===== src/rtl/stream_decryptor.sv =====
// stream_decryptor: byte-serial repeating-key subtractive decryptor.
// plain = cipher - key[key_idx] (mod 256), one cycle of latency, with
// MSG_LEN-byte framing that restarts the key schedule at each message.
module stream_decryptor #(
  parameter int MSG_LEN = 20,
  parameter int SEC_LEN = 7
) (
  input  logic                   clk,
  input  logic                   rst,
  input  logic [8*SEC_LEN-1:0]   key_in,
  input  logic                   key_load,
  output logic                   key_err,
  input  logic [7:0]             in_data,
  input  logic                   in_valid,
  output logic                   in_ready,
  output logic [7:0]             out_data,
  output logic                   out_valid,
  output logic                   out_last,
  input  logic                   out_ready
);

  localparam int IDX_W = (SEC_LEN > 1) ? $clog2(SEC_LEN) : 1;
  localparam int CNT_W = (MSG_LEN > 1) ? $clog2(MSG_LEN) : 1;
  localparam logic [IDX_W-1:0] IDX_LAST = IDX_W'(SEC_LEN - 1);
  localparam logic [CNT_W-1:0] CNT_LAST = CNT_W'(MSG_LEN - 1);

  typedef enum logic {
    NOKEY  = 1'b0,
    ACTIVE = 1'b1
  } state_t;

  state_t            state_q;
  logic [7:0]        key_q [SEC_LEN];
  logic [IDX_W-1:0]  key_idx_q, key_idx_d;
  logic [CNT_W-1:0]  msg_cnt_q, msg_cnt_d;
  logic [7:0]        out_data_q;
  logic              out_valid_q;
  logic              out_last_q;
  logic              key_err_q;

  logic              accept;
  logic              msg_end;
  logic              reload_ok;

  // 8-bit modular subtraction; the borrow out of bit 7 is discarded.
  function automatic logic [7:0] sub_mod8(input logic [7:0] a, input logic [7:0] b);
    return a - b;
  endfunction

  // A byte may enter only once a key is held and the output slot is free
  // or being drained this cycle.
  assign in_ready  = (state_q == ACTIVE) && (!out_valid_q || out_ready);
  assign accept    = in_valid && in_ready;
  assign msg_end   = (msg_cnt_q == CNT_LAST);
  // The first load is always taken; later loads only on a message boundary
  // with no byte in flight this cycle, so a message never mixes two keys.
  assign reload_ok = (state_q == NOKEY) || ((msg_cnt_q == '0) && !accept);

  assign out_data  = out_data_q;
  assign out_valid = out_valid_q;
  assign out_last  = out_last_q;
  assign key_err   = key_err_q;

  // Next key index and message position; both move only on acceptance.
  always_comb begin
    key_idx_d = key_idx_q;
    msg_cnt_d = msg_cnt_q;
    if (accept) begin
      if (msg_end) begin
        msg_cnt_d = '0;
        key_idx_d = '0;
      end else begin
        msg_cnt_d = msg_cnt_q + 1'b1;
        key_idx_d = (key_idx_q == IDX_LAST) ? '0 : key_idx_q + 1'b1;
      end
    end
    if (key_load && reload_ok) begin
      msg_cnt_d = '0;
      key_idx_d = '0;
    end
  end

  // Control FSM, key register, counters and the registered output stage.
  always_ff @(posedge clk or posedge rst) begin
    if (rst) begin
      state_q     <= NOKEY;
      key_idx_q   <= '0;
      msg_cnt_q   <= '0;
      out_data_q  <= 8'h00;
      out_valid_q <= 1'b0;
      out_last_q  <= 1'b0;
      key_err_q   <= 1'b0;
      for (int j = 0; j < SEC_LEN; j++) begin
        key_q[j] <= 8'h00;
      end
    end else begin
      key_idx_q <= key_idx_d;
      msg_cnt_q <= msg_cnt_d;
      key_err_q <= 1'b0;

      if (accept) begin
        out_data_q  <= sub_mod8(in_data, key_q[key_idx_q]);
        out_last_q  <= msg_end;
        out_valid_q <= 1'b1;
      end else if (out_valid_q && out_ready) begin
        out_valid_q <= 1'b0;
        out_last_q  <= 1'b0;
      end

      case (state_q)
        NOKEY: begin
          if (key_load) begin
            for (int j = 0; j < SEC_LEN; j++) begin
              key_q[j] <= key_in[8*j +: 8];
            end
            state_q <= ACTIVE;
          end
        end
        ACTIVE: begin
          if (key_load) begin
            if (reload_ok) begin
              for (int j = 0; j < SEC_LEN; j++) begin
                key_q[j] <= key_in[8*j +: 8];
              end
            end else begin
              key_err_q <= 1'b1;
            end
          end
        end
        default: state_q <= NOKEY;
      endcase
    end
  end

endmodule

===== config.mk =====
export PLATFORM = sky130hd
export DESIGN_NAME = stream_decryptor
export DESIGN_NICKNAME = d
export VERILOG_FILES = /design/src/rtl/stream_decryptor.sv
export SDC_FILE = /design/constraint.sdc
export NUM_CORES = 1
export LEC_CHECK = 0
export CAP_MARGIN = 40
export CORE_ASPECT_RATIO = 1.5
export CORE_MARGIN = 2
export CORE_UTILIZATION = 30
export DETAILED_ROUTE_END_ITERATION = 10
export HOLD_SLACK_MARGIN = 0.06
export MAX_ROUTING_LAYER = met4
export PLACE_DENSITY_LB_ADDON = 0.08
export SLEW_MARGIN = 10
export SYNTH_ARGS = -nofsm -noshare
export SYNTH_HDL_FRONTEND = slang
export SYNTH_SLANG_ARGS = --single-unit

===== constraint.sdc =====
create_clock -name clk -period 3.1 [get_ports clk]
set_input_delay 0.93 -clock clk [delete_from_list [all_inputs] [get_ports clk]]
set_output_delay 0.93 -clock clk [all_outputs]
set_load 0.01 [all_outputs]

==> flow_summary.ini <==
[place]
buffer_ports.inserted = 80
post-place-cells = 527
place_congestion = 0.7899
hpwl_um = 6374

[setup_path]
critical_path_arrival_ps = 1930
crit_required_ps = 2170
worst_path_largest_cell_delay_ps = 410
category_of_the_worst_setup_path_capture_point = primary output
crit_fanout = 2
path_cells = clkdlybuf4s50_1, nand2b_1, and2_1, dlygate4sd2_1
critPathKind = input port to primary output
cp_slowest_cell = sky130_fd_sc_hd__clkdlybuf4s50_1
critical_path.startpoint_type = input port

[routing]
detail_route.wl_per_cell_um = 15.31
firstDrtPassIters = 4
detail_route.vias_per_cell = 4.716
finalWirelength_um = 8313
ant_nets = 0
vias = 2561
first_iter_violations = 82
detail_route.drc_violations = 0

[clock_tree]
cts_sinks = 76
clk_transition_reported_paths_ps = 60
tritoncts_clock_tree = yes
cts_root_buffer = sky130_fd_sc_hd__clkbuf_16
cts_repair_resize_count = 1
cts.path.max_buffers = 2
cts_setup_buffers = 0
htree_levels = 3
cts_made_buffers = 9
clock_insertion_delay_worst_skew_ps = 330
postCtsHoldBufs = 0

[yosys]
synth_warn = 0
dominantRegCellSynth = sky130_fd_sc_hd__dfrtp_1
synth.cell_area_mm2 = 0.003805
combinational_family_with_the_most_area_after_synthesis = multiplexers
synth-seq-cells = 76
synth.net_count = 377
synthesis.instances = 298
synthDistinctLibCells = 40
seq_total_area_yosys_pct = 49.98
syn-mean-instance-area_um2 = 12.77
share_of_the_synthesized_area_in_compound_gates_ao_oa_aoi_oai_pct = 7.662
synth-edff-count = 0
synth_async_sr_flop_share_pct = 100.0
yosys.area_share.simple_pct = 7.366
synth.mux.area_fraction_pct = 24.24
synthAdderAreaFrac_pct = 3.486
synthXorXnorAreaFrac_pct = 1.151

[floorplan]
chipHeight_um = 141.9
area_of_the_die_mm2 = 0.01362
placementRows = 50
initial_utilization_pct = 30.56
core-area_mm2 = 0.01245
die_w_um = 95.95
top_level_ports = 81

[cells_and_area]
most_frequent_cells_in_the_layout = 79 x sky130_fd_sc_hd__clkdlybuf4s50_1, 74 x sky130_fd_sc_hd__dfrtp_1, 51 x sky130_fd_sc_hd__mux2_2, 24 x sky130_fd_sc_hd__nand2_1, 14 x sky130_fd_sc_hd__o21ai_0
ff_latch_area_mm2 = 0.001904
fill_cell_count = 1210
layout.nets = 461
antenna_cells_inserted = 0
fin_cells = 543
area_delta_synth_final_pct = 33.11
mostFrequentLayoutCell = sky130_fd_sc_hd__clkdlybuf4s50_1
fraction_of_layout_cells_with_a_size_suffix_above_1_pct = 23.51
multi_input_area_mm2 = 0.001670

[timing]
timing.fmax_mhz = 349.5
timing.final.max_slew_violations = 0
worst-slew-pin-transition_ps = 595.7
max_slew_margin_pct = 60.24
fin_crit_ps = 2861
final_min_period_over_clock_period_pct = 92.30
setup_total_negative_slack_ps = 0
skew_ps = 4.866
hold_violations_final = 0
report.final.setup_viol = 0
grt_setup_unrepaired = false

[global_routing]
grt.overflow.total = 0
grt_pass1_wl_um = 13860
met1_usage_pct = 16.73
most_crowded_layer_gr = met2
pin_count_of_the_biggest_net_entering_global_routing = 43
via_count_of_the_first_global_routing_pass = 2791
grt_util_all_layers_pct = 13.88
grt.met3_usage_pct = 3.496
use_met2_pct = 22.49
antenna_found_initial = 0

[run_status]
run_status = finished clean

[pwr]
sequentialPowerShare_pct = 34.4
power.net_switching_mw = 1.677
power.share.switching_pct = 32.53
clock_power_share_pct = 21.7
ir_worst_vdd_mv = 0.3517
internal-power_mw = 3.480
p_leak_nw = 2.091
power-per-cell-area_mw_per_mm2 = 1018
power.share.combinational_pct = 43.9

[hold_path]
timing.hold.worst.class = register to register

[run]
max_cap_violations = 0
## power groups by stage
| stage | combinational, mW | sequential [mW] | clock (mW) |
|---|---|---|---|
| finish | 2.26 | 1.78 | 1.12 |
| global route | 2.55 | 1.86 | 1.20 |
| detailed placement | 2.31 | 1.81 | 0 |
| floorplan | 1.79 | 1.69 | 0 |
| CTS | 2.32 | 1.79 | 1.16 |
| global placement | 2.29 | 1.79 | 0 |
## cell usage after synthesis (3+ instances only)
cell	number	share of area, %
sky130_fd_sc_hd__mux2_1	6	1.8
sky130_fd_sc_hd__buf_2	5	0.66
sky130_fd_sc_hd__o21ai_0	15	2.0
sky130_fd_sc_hd__o31ai_1	3	0.59
sky130_fd_sc_hd__buf_12	7	3.7
sky130_fd_sc_hd__mux2_2	51	15
sky130_fd_sc_hd__nand3_1	4	0.53
sky130_fd_sc_hd__nor3_1	3	0.39
sky130_fd_sc_hd__xnor2_1	3	0.69
sky130_fd_sc_hd__dfrtp_1	76	50
sky130_fd_sc_hd__nor2b_1	3	0.49
sky130_fd_sc_hd__nand2_1	24	2.4
sky130_fd_sc_hd__nor2_1	10	0.99
sky130_fd_sc_hd__mux4_2	8	4.7
sky130_fd_sc_hd__nand2b_1	3	0.49
sky130_fd_sc_hd__a21oi_1	10	1.3
sky130_fd_sc_hd__o21ai_1	5	0.66
sky130_fd_sc_hd__mux2i_1	10	2.6
sky130_fd_sc_hd__ha_1	9	3.0
sky130_fd_sc_hd__o211ai_1	5	0.99
sky130_fd_sc_hd__clkbuf_1	4	0.39
sky130_fd_sc_hd__inv_1	8	0.79
## cells by family (layout without fill, tap and decap cells)
family	Yosys count	in the layout
and+or+nand+nor	58	58
AOI/OAI and AO/OA	48	48
buffers and inverters	26	115
adders and majority gates	10	10
DFF	76	76
muxes	75	75
xor gates and xnor gates	5	5
## critical path, delay by kind of cell
family        cells  cell delay (ps)
simple gates      2              310
buf+inv           2              680
## stage by stage
stage          hold WS [ps]  power, mW  util [%]  instance area, µm²  setup slack [ps]
2_1_floorplan         453.2      3.477         -                3805             231.7
3_3_place_gp          463.3      4.079     38.11                4745            -2.235
3_5_place_dp          473.6      4.119     38.11                4745            0.8100
4_1_cts               487.5      5.269     40.66                5062             155.4
5_1_grt               509.0      5.612     40.68                5065             64.45
6_report              477.3      5.157     40.68                5065             238.8
## flip-flops by register name (all words and copies together) (netlist names)
| register | cells |
|---|---|
| key_err | 1 |
| out_valid | 1 |
| out_data | 8 |
| state_q | 1 |
| out_last | 1 |
| key_q | 56 |
| key_idx_q | 3 |
| msg_cnt_q | 5 |
## per-layer routing
metal	vias up	wire length [µm]
met3	7	324
met5	-	0
met4	0	121
li1	1233	-
met1	1268	3515
met2	53	4351
## worst paths after layout
check	from	endpoint	slack, ps	depth (start not counted)
max in group asynchronous	rst	key_idx_q[1]	1480	3
min in group asynchronous	rst	key_q[49]	980	2
hold / removal	out_data[4]	out_data[4]	480	2
setup reg to reg	key_idx_q[0]	out_data[6]	300	11
hold reg to reg	out_data[4]	out_data[4]	480	2
setup / recovery	out_ready	in_ready	240	4
## layout make-up
cell class	count	share of cell area, %
timing repair buffer	91	18.65
tap	156	3.854
sequential	76	37.60
clock inverter	4	1.433
clock buffer	12	4.867
inverter	8	0.6176
multi-input combinational	196	32.98
(Power assumes the default switching activity.)
